**config.mk**
```make
export PLATFORM = sky130hd
export DESIGN_NAME = seg_scan_driver
export DESIGN_NICKNAME = d
export VERILOG_FILES = /design/src/rtl/seg_scan_driver.sv
export SDC_FILE = /design/constraint.sdc
export NUM_CORES = 1
export LEC_CHECK = 0
export CORE_UTILIZATION = 55
export DETAILED_ROUTE_END_ITERATION = 16
export PLACE_DENSITY = 0.78
export SLEW_MARGIN = 20
export SYNTH_ARGS = -nofsm -noshare
export SYNTH_HDL_FRONTEND = slang
export SYNTH_SLANG_ARGS = --single-unit
```
**constraint.sdc**
```tcl
create_clock -name clk -period 5.86 [get_ports clk]
set_clock_uncertainty 0.2 [all_clocks]
set_input_delay 1.172 -clock clk [delete_from_list [all_inputs] [get_ports clk]]
set_output_delay 1.172 -clock clk [all_outputs]
set_load 0.02 [all_outputs]
```
**src/rtl/seg_scan_driver.sv**
```systemverilog
// seg_scan_driver: multiplexed common-cathode 7-segment driver
// with a code buffer, a glyph decoder, scrolling and blanking.
module seg_scan_driver #(
  parameter int DIGITS   = 4,
  parameter int SCAN_DIV = 1000,
  parameter int AW       = $clog2(DIGITS)
) (
  input  logic              clk,
  input  logic              rst_n,
  input  logic              wr_en,
  input  logic [AW-1:0]     wr_addr,
  input  logic [4:0]        wr_code,
  input  logic              scroll_en,
  input  logic              scroll_step,
  input  logic              blank,
  output logic [6:0]        seg,
  output logic [DIGITS-1:0] dig_sel
);

  localparam int DW = (SCAN_DIV > 1) ? $clog2(SCAN_DIV) : 1;
  localparam logic [DW-1:0] DIV_MAX = DW'(SCAN_DIV - 1);
  localparam logic [AW-1:0] IDX_MAX = AW'(DIGITS - 1);
  localparam logic [AW:0]   DIG_N   = (AW+1)'(DIGITS);

  logic [DW-1:0]     div_cnt;
  logic [AW-1:0]     scan_idx;
  logic [AW-1:0]     offset;
  logic [4:0]        code_q [DIGITS];

  logic              tc;
  logic [DW-1:0]     div_nxt;
  logic [AW-1:0]     scan_nxt;
  logic [AW-1:0]     off_nxt;
  logic [AW:0]       sum;
  logic [AW-1:0]     disp_idx;
  logic [DIGITS-1:0] sel_nxt;
  logic [6:0]        seg_nxt;
  logic              wr_ok;

  function automatic logic [6:0] glyph(input logic [4:0] c);
    logic [6:0] g;
    case (c)
      5'd0:    g = 7'b1100110;
      5'd1:    g = 7'b1110000;
      5'd2:    g = 7'b0011101;
      5'd3:    g = 7'b1110110;
      5'd4:    g = 7'b1110000;
      5'd5:    g = 7'b1000000;
      5'd6:    g = 7'b0111110;
      5'd7:    g = 7'b1001111;
      5'd8:    g = 7'b0011110;
      5'd9:    g = 7'b1111000;
      5'd10:   g = 7'b1111001;
      5'd11:   g = 7'b0110111;
      5'd12:   g = 7'b1000111;
      5'd13:   g = 7'b0000101;
      5'd14:   g = 7'b0000110;
      5'd15:   g = 7'b1011011;
      5'd16:   g = 7'b1110111;
      default: g = 7'b0000000;
    endcase
    return g;
  endfunction

  // Next-state values; outputs are built from these so that
  // digit select and glyph always move together.
  always_comb begin
    tc       = (div_cnt == DIV_MAX);
    div_nxt  = tc ? '0 : div_cnt + 1'b1;
    scan_nxt = scan_idx;
    if (tc)
      scan_nxt = (scan_idx == IDX_MAX) ? '0 : scan_idx + 1'b1;
    off_nxt = offset;
    if (!scroll_en)
      off_nxt = '0;
    else if (scroll_step)
      off_nxt = (offset == IDX_MAX) ? '0 : offset + 1'b1;
    sum      = {1'b0, scan_nxt} + {1'b0, off_nxt};
    disp_idx = (sum >= DIG_N) ? AW'(sum - DIG_N) : sum[AW-1:0];
    sel_nxt  = DIGITS'(1) << scan_nxt;
    seg_nxt  = glyph(code_q[disp_idx]);
    wr_ok    = wr_en && ({1'b0, wr_addr} < DIG_N);
  end

  // Divider, scan position and scroll offset.
  always_ff @(posedge clk or negedge rst_n) begin
    if (!rst_n) begin
      div_cnt  <= '0;
      scan_idx <= '0;
      offset   <= '0;
    end else begin
      div_cnt  <= div_nxt;
      scan_idx <= scan_nxt;
      offset   <= off_nxt;
    end
  end

  // Code buffer; out-of-range addresses are dropped.
  always_ff @(posedge clk or negedge rst_n) begin
    if (!rst_n) begin
      for (int i = 0; i < DIGITS; i++)
        code_q[i] <= 5'd31;
    end else if (wr_ok) begin
      code_q[wr_addr] <= wr_code;
    end
  end

  // Registered pins, forced dark while blank is high.
  always_ff @(posedge clk or negedge rst_n) begin
    if (!rst_n) begin
      seg     <= '0;
      dig_sel <= DIGITS'(1);
    end else if (blank) begin
      seg     <= '0;
      dig_sel <= '0;
    end else begin
      seg     <= seg_nxt;
      dig_sel <= sel_nxt;
    end
  end

endmodule

```
==> results of run 1 <==
-- layer usage --
metal / global-route usage [%] / share of wire [%] / vias to the layer above
met5: 0 / 0 / -
met4: 9.309 / 1.7 / 0
met3: 5.345 / 3.1 / 6
met2: 33.55 / 52 / 22
li1: - / - / 686
met1: 24.31 / 43 / 667
-- cell type report --
type,count,area (sq um),area share (%)
clock buffer,7,97.59,3.720
timing repair buffer,23,225.2,8.584
sequential,45,1152,43.92
clock inverter,1,5.005,0.1907
multi-input combinational,119,1042,39.72
inverter,11,41.29,1.574
tap,48,60.06,2.289
-- cells in the final DEF, fill, tap and decap left out, types with 3 or more instances in the layout --
| cell type | Yosys | layout |
|---|---|---|
| inv_1 | 10 | 10 |
| o211ai_1 | 3 | 3 |
| clkdlybuf4s50_1 | 0 | 22 |
| o21ai_0 | 3 | 3 |
| xor2_1 | 5 | 5 |
| nor3_1 | 8 | 8 |
| nand3_1 | 5 | 5 |
| mux2i_1 | 4 | 4 |
| ha_1 | 10 | 10 |
| and2b_2 | 3 | 3 |
| dfrtp_1 | 24 | 24 |
| nor2_1 | 15 | 15 |
| dfstp_2 | 21 | 21 |
| nand3b_1 | 3 | 3 |
| clkbuf_8 | 1 | 5 |
| a21oi_1 | 5 | 5 |
| mux2_2 | 20 | 20 |
| mux4_1 | 4 | 4 |
| nand2_1 | 6 | 6 |
| xnor2_1 | 4 | 4 |
-- cells by family after synthesis --
kind of cell	after synthesis	share of synthesized area [%]
and+or+nand+nor	53	13.93
adders and majority gates	10	5.507
DFF	45	50.72
buffers and inverters	14	3.414
AOI/OAI and AO/OA	17	4.956
muxes	29	17.29
xor gates and xnor gates	10	4.185
-- critical path, cell delays in order, from the launching register on --
cell and delay (ns):
dfrtp_1 0.39, ha_1 0.26, nand4b_4 0.14, nor4_4 0.45
mux2i_1 0.33, inv_1 0.12, ha_1 0.45, mux4_1 0.73
inv_1 0.17, ha_1 0.16, inv_1 0.05, nor4_2 0.23
nor2_1 0.15, a211oi_1 0.23
-- registers in the layout, indices dropped and copies added (netlist names) --
register,cells
dig_sel,4
div_cnt,10
code_q,20
offset,2
scan_idx,2
seg,7
-- power by group through the flow --
stage               clock, W  sequential (W)  combinational (W)
finish              0.000207        0.000387           0.000229
global route        0.000229        0.000391           0.000251
CTS                 0.000214        0.000387           0.000230
detailed placement         0        0.000393           0.000229
global placement           0        0.000391           0.000221
floorplan                  0        0.000407           0.000148
-- metrics by stage --
stage	hold slack (ns)	cell area (sq um)	util, %	cells	power [W]
global placement	0.2751	2521	66.37	246	0.0006122
CTS	0.2907	2624	69.07	254	0.0008317
finish	0.2887	2624	69.07	254	0.0008217
detailed placement	0.2791	2521	66.37	246	0.0006214
floorplan	0.2479	2272	-	178	0.0005545
global route	0.3175	2624	69.07	254	0.0008716
-- how the worst min path moves through the flow --
stage | start | end | slack (ns)
after floorplan | div_cnt[0]$_DFF_PN0_ | div_cnt[0]$_DFF_PN0_ | 0.25
after global placement | div_cnt[0]$_DFF_PN0_ | div_cnt[0]$_DFF_PN0_ | 0.28
after detailed placement | div_cnt[0]$_DFF_PN0_ | div_cnt[0]$_DFF_PN0_ | 0.28
after CTS | div_cnt[0]$_DFF_PN0_ | div_cnt[0]$_DFF_PN0_ | 0.29
after global routing | div_cnt[0]$_DFF_PN0_ | div_cnt[0]$_DFF_PN0_ | 0.32
final | div_cnt[0]$_DFF_PN0_ | div_cnt[0]$_DFF_PN0_ | 0.29
==> results.json, run 1 <==
{
  "async_flop_share_pct": 100.0,
  "hold_viol_final": 0,
  "place.port_buffers": 23,
  "synth_most_common_cell": "dfrtp_1",
  "combPwrFrac_pct": 27.8,
  "r2r_cells": 13,
  "initial_core_util_pct": 59.82,
  "cp_max_fo": 8,
  "core-area_sq_um": 3799,
  "power_frac_seq_pct": 47.0,
  "synth_top_area_share_pct": 26.43,
  "final-setup-viol-count": 0,
  "peakVddDrop_mv": 0.1507,
  "post-cts-setup-buffers": 0,
  "setup.worst_path.end_class": "flop",
  "nFillCells": 278,
  "dp_slack_ns": 1.412,
  "num_antenna_cells": 0,
  "timing.rr.end": "seg[0]$_DFF_PN0_",
  "relSlewSlack_pct": 38.42,
  "period_minus_slack_ns": 4.180,
  "clkPwrFrac_pct": 25.1,
  "run_status": "finished clean",
  "p_sw_w": 0.0002316,
  "htree_levels": 2,
  "hold_class": "flop to flop",
  "grtUsageTotal_pct": 20.16,
  "drtIter0Drc": 28,
  "fin_crit_sh_pct": 71.34,
  "die_w_microns": 66.28,
  "cts_root_buffer": "clkbuf_8",
  "crit_arrival_ns": 4.17,
  "netlist_area_sq_um": 2272,
  "fmax_mhz": 239.2,
  "ys_types": 39,
  "synthCells": 178,
  "synth.ff_latch_count": 45,
  "synth_area_leaders": "dfrtp_1 26%, dfstp_2 24%, mux2_2 9.9%, ha_1 5.5%, mux4_1 4.6%",
  "synth-main-ff-cell": "dfrtp_1",
  "cts.sinks": 45,
  "rsz0062_at_grt": "no",
  "syn_area_per_cell_sq_um": 12.77,
  "first_pass_iters": 4,
  "crit_start": "div_cnt[0]$_DFF_PN0_",
  "die_y_microns": 66.28,
  "grt_max_degree": 46,
  "vias_per_cell": 5.437,
  "synth_edf_count": 0,
  "syn_to_final_growth_pct": 15.47,
  "hold_depth": 1,
  "ys_seq_area_share_pct": 50.72,
  "grt_pass1_wl_microns": 6437,
  "dieArea_sq_um": 4392,
  "reg2reg_slack_ns": 1.68,
  "clk_pin_slew_ns": 0.08,
  "grt-ovfl-total": 0,
  "path_class": "flop to flop",
  "antenna_found_initial": 0,
  "cp.required_ns": 5.85,
  "yosys_warnings": 0,
  "ant_nets": 0,
  "tns_ns": 0,
  "holdBufCountCts": 0,
  "route.detailed.drc": 0,
  "r2r_start": "div_cnt[0]$_DFF_PN0_",
  "worstMarginPinSlew_ns": 0.9237,
  "cap_viol_max_count": 0,
  "synth_top_cell_by_area": "dfrtp_1",
  "io_pins": 24,
  "synth_common_cells": "24 x dfrtp_1, 21 x dfstp_2, 20 x mux2_2",
  "place_congestion": 0.8011,
  "synth_fp_nets": 201,
  "final_max_slew_viol_count": 0,
  "placementRows": 22,
  "swShare_pct": 28.19,
  "clkLatencyLatePin_ns": 0.30,
  "via_count": 1381,
  "grt_pass1_vias": 1388,
  "internal_power_w": 0.0005901,
  "dp_hpwl_microns": 2676,
  "fin_ws_ns": 1.680,
  "nNetsFinal": 228,
  "clockBufferDepth": 2,
  "powerDensity_nw_per_um2": 313.2,
  "numCtsBuffers": 5,
  "p_leak_nw": 1.163,
  "cts_tree": "built",
  "ctsResizeCount": 0,
  "worstSetupStartpointType": "flop",
  "drt_wl_total_microns": 3558,
  "drive_gt1_share_pct": 29.61,
  "endpoint": "seg[0]$_DFF_PN0_",
  "wl_per_cell_microns": 14.01
}
Note: power is estimated with default switching activity, not from simulation.
==> run 2: changes to the inputs <==
Clock period 5.86 ns to 3.9 ns, I/O delays scaled along.
==> results.json, run 2 (same netlist as run 1, synthesis figures left out) <==
{
  "holdBufCountCts": 0,
  "wl_per_cell_microns": 15.32,
  "r2r_start": "div_cnt[0]$_DFF_PN0_",
  "final-setup-viol-count": 0,
  "grt_max_degree": 46,
  "cap_viol_max_count": 0,
  "first_pass_iters": 4,
  "power.total_w": 0.001303,
  "cp_max_fo": 6,
  "clkLatencyLatePin_ns": 0.31,
  "placementRows": 22,
  "die_y_microns": 66.28,
  "crit_arrival_ns": 3.68,
  "r2r_cells": 15,
  "ant_nets": 0,
  "place.port_buffers": 23,
  "io_pins": 24,
  "top_register": "code_q",
  "grt_pass1_vias": 1490,
  "cts_root_buffer": "clkbuf_8",
  "core-area_sq_um": 3799,
  "cp.required_ns": 3.91,
  "antenna_found_initial": 0,
  "path_class": "flop to flop",
  "route.detailed.drc": 0,
  "dp_hpwl_microns": 2950,
  "crit_cells": 15,
  "fmax_mhz": 272.9,
  "powerDensity_nw_per_um2": 483.5,
  "grtUsageTotal_pct": 20.89,
  "place_congestion": 0.7878,
  "drtIter0Drc": 48,
  "dieArea_sq_um": 4392,
  "critPathTopFamily": "simple AND/OR/NAND/NOR gates",
  "p_leak_nw": 1.191,
  "drive_gt1_share_pct": 34.74,
  "cp.buffers_inverters": 3,
  "worstMarginPinSlew_ns": 0.9292,
  "most-common-layout-cells": "24 x dfrtp_1, 22 x clkdlybuf4s50_1, 21 x dfstp_2, 20 x mux2_2, 15 x nor2_1",
  "rsz0062_at_grt": "no",
  "dpl_cell_area_sq_um": 2551,
  "relSlewSlack_pct": 38.05,
  "fin_area_sq_um": 2695,
  "htree_levels": 2,
  "initial_core_util_pct": 59.82,
  "num_antenna_cells": 0,
  "setup.worst_path.end_class": "flop",
  "vias_per_cell": 5.701,
  "worstSetupStartpointType": "flop",
  "syn_to_final_growth_pct": 18.61,
  "cts_tree": "built",
  "numCtsBuffers": 5,
  "drt_wl_total_microns": 3998,
  "final_core_util_pct": 70.95,
  "tns_ns": 0,
  "final_max_slew_viol_count": 0,
  "nNetsFinal": 235,
  "clockBufferDepth": 2,
  "hold_slack_ns": 0.2830,
  "timing.rr.end": "seg[2]$_DFF_PN0_",
  "critPathSlowestCell": "mux4_2",
  "final_common_cell": "dfrtp_1",
  "peakVddDrop_mv": 0.2954,
  "max_stage_delay_ns": 0.40,
  "grt-ovfl-total": 0,
  "largest_register_ffs": 20,
  "grt_pass1_wl_microns": 6672,
  "die_w_microns": 66.28,
  "clk_pin_slew_ns": 0.09,
  "worstPathCellList": "ha_2 -> nand4b_4 -> nor4_4 -> mux2i_2 -> inv_1 -> ha_1 -> xnor2_2 -> xnor2_2 -> mux4_2 -> inv_1 -> ha_1 -> inv_1 -> nor4_2 -> nor2_1 -> nor3_1",
  "endpoint": "seg[2]$_DFF_PN0_",
  "period_minus_slack_ns": 3.665,
  "reg2reg_slack_ns": 0.24,
  "fin_crit_sh_pct": 93.97,
  "crit_start": "div_cnt[0]$_DFF_PN0_",
  "largestRegisters": "code_q: 20 flops, div_cnt: 10 flops, seg: 7 flops",
  "via_count": 1488,
  "hold_viol_final": 0,
  "cts.sinks": 45,
  "hold_class": "flop to flop",
  "crit_top_cell": "inv_1",
  "run_status": "finished clean"
}
run 2: layer usage:
| metal | vias to the layer above | global-route usage (%) | share of wire [%] |
|---|---|---|---|
| li1 | 701 | - | - |
| met4 | 0 | 6.383 | 1.0 |
| met1 | 749 | 23.48 | 42 |
| met3 | 7 | 5.690 | 3.1 |
| met2 | 31 | 38.14 | 54 |
| met5 | - | 0 | 0 |
run 2: worst min-delay path by stage:
stage	from	end	slack, ns	cells after the start
after global placement	div_cnt[0]$_DFF_PN0_	div_cnt[0]$_DFF_PN0_	0.26	1
final	div_cnt[0]$_DFF_PN0_	div_cnt[0]$_DFF_PN0_	0.28	1
after CTS	div_cnt[0]$_DFF_PN0_	div_cnt[0]$_DFF_PN0_	0.28	1
after global routing	div_cnt[0]$_DFF_PN0_	div_cnt[0]$_DFF_PN0_	0.31	1
after detailed placement	div_cnt[0]$_DFF_PN0_	div_cnt[0]$_DFF_PN0_	0.27	1
after floorplan	div_cnt[0]$_DFF_PN0_	div_cnt[0]$_DFF_PN0_	0.25	1
run 2: final cells by class:
| type | instances | area [sq um] |
|---|---|---|
| fillers | 267 | 1104 |
| well taps | 48 | 60.06 |
| multi-input cells | 119 | 1049 |
| repair buffers | 30 | 277.8 |
| clock buffers | 5 | 68.82 |
| clock inverters | 3 | 46.29 |
| inverters | 11 | 41.29 |
| flip-flops and latches | 45 | 1152 |
run 2: what timing repair did:
item,in CTS,in global routing
endpoints found under the hold margin,0,0
setup endpoints to repair,0,6
gates resized for setup,0,5
buffers inserted,0,3
run 2: through the flow:
stage | setup WS, ns | std cells
floorplan | 0.1867 | 178
global placement | 0.1614 | 250
detailed placement | -0.01085 | 250
CTS | 0.01615 | 258
global route | 0.001249 | 261
finish | 0.2351 | 261
run 2: where the power goes:
part	switching (W)	total, W	internal [W]	leakage [nW]
registers	0.0000278	0.000586	0.000558	0.533
logic	0.000186	0.000364	0.000178	0.604
clock network	0.000162	0.000353	0.000192	0.0543
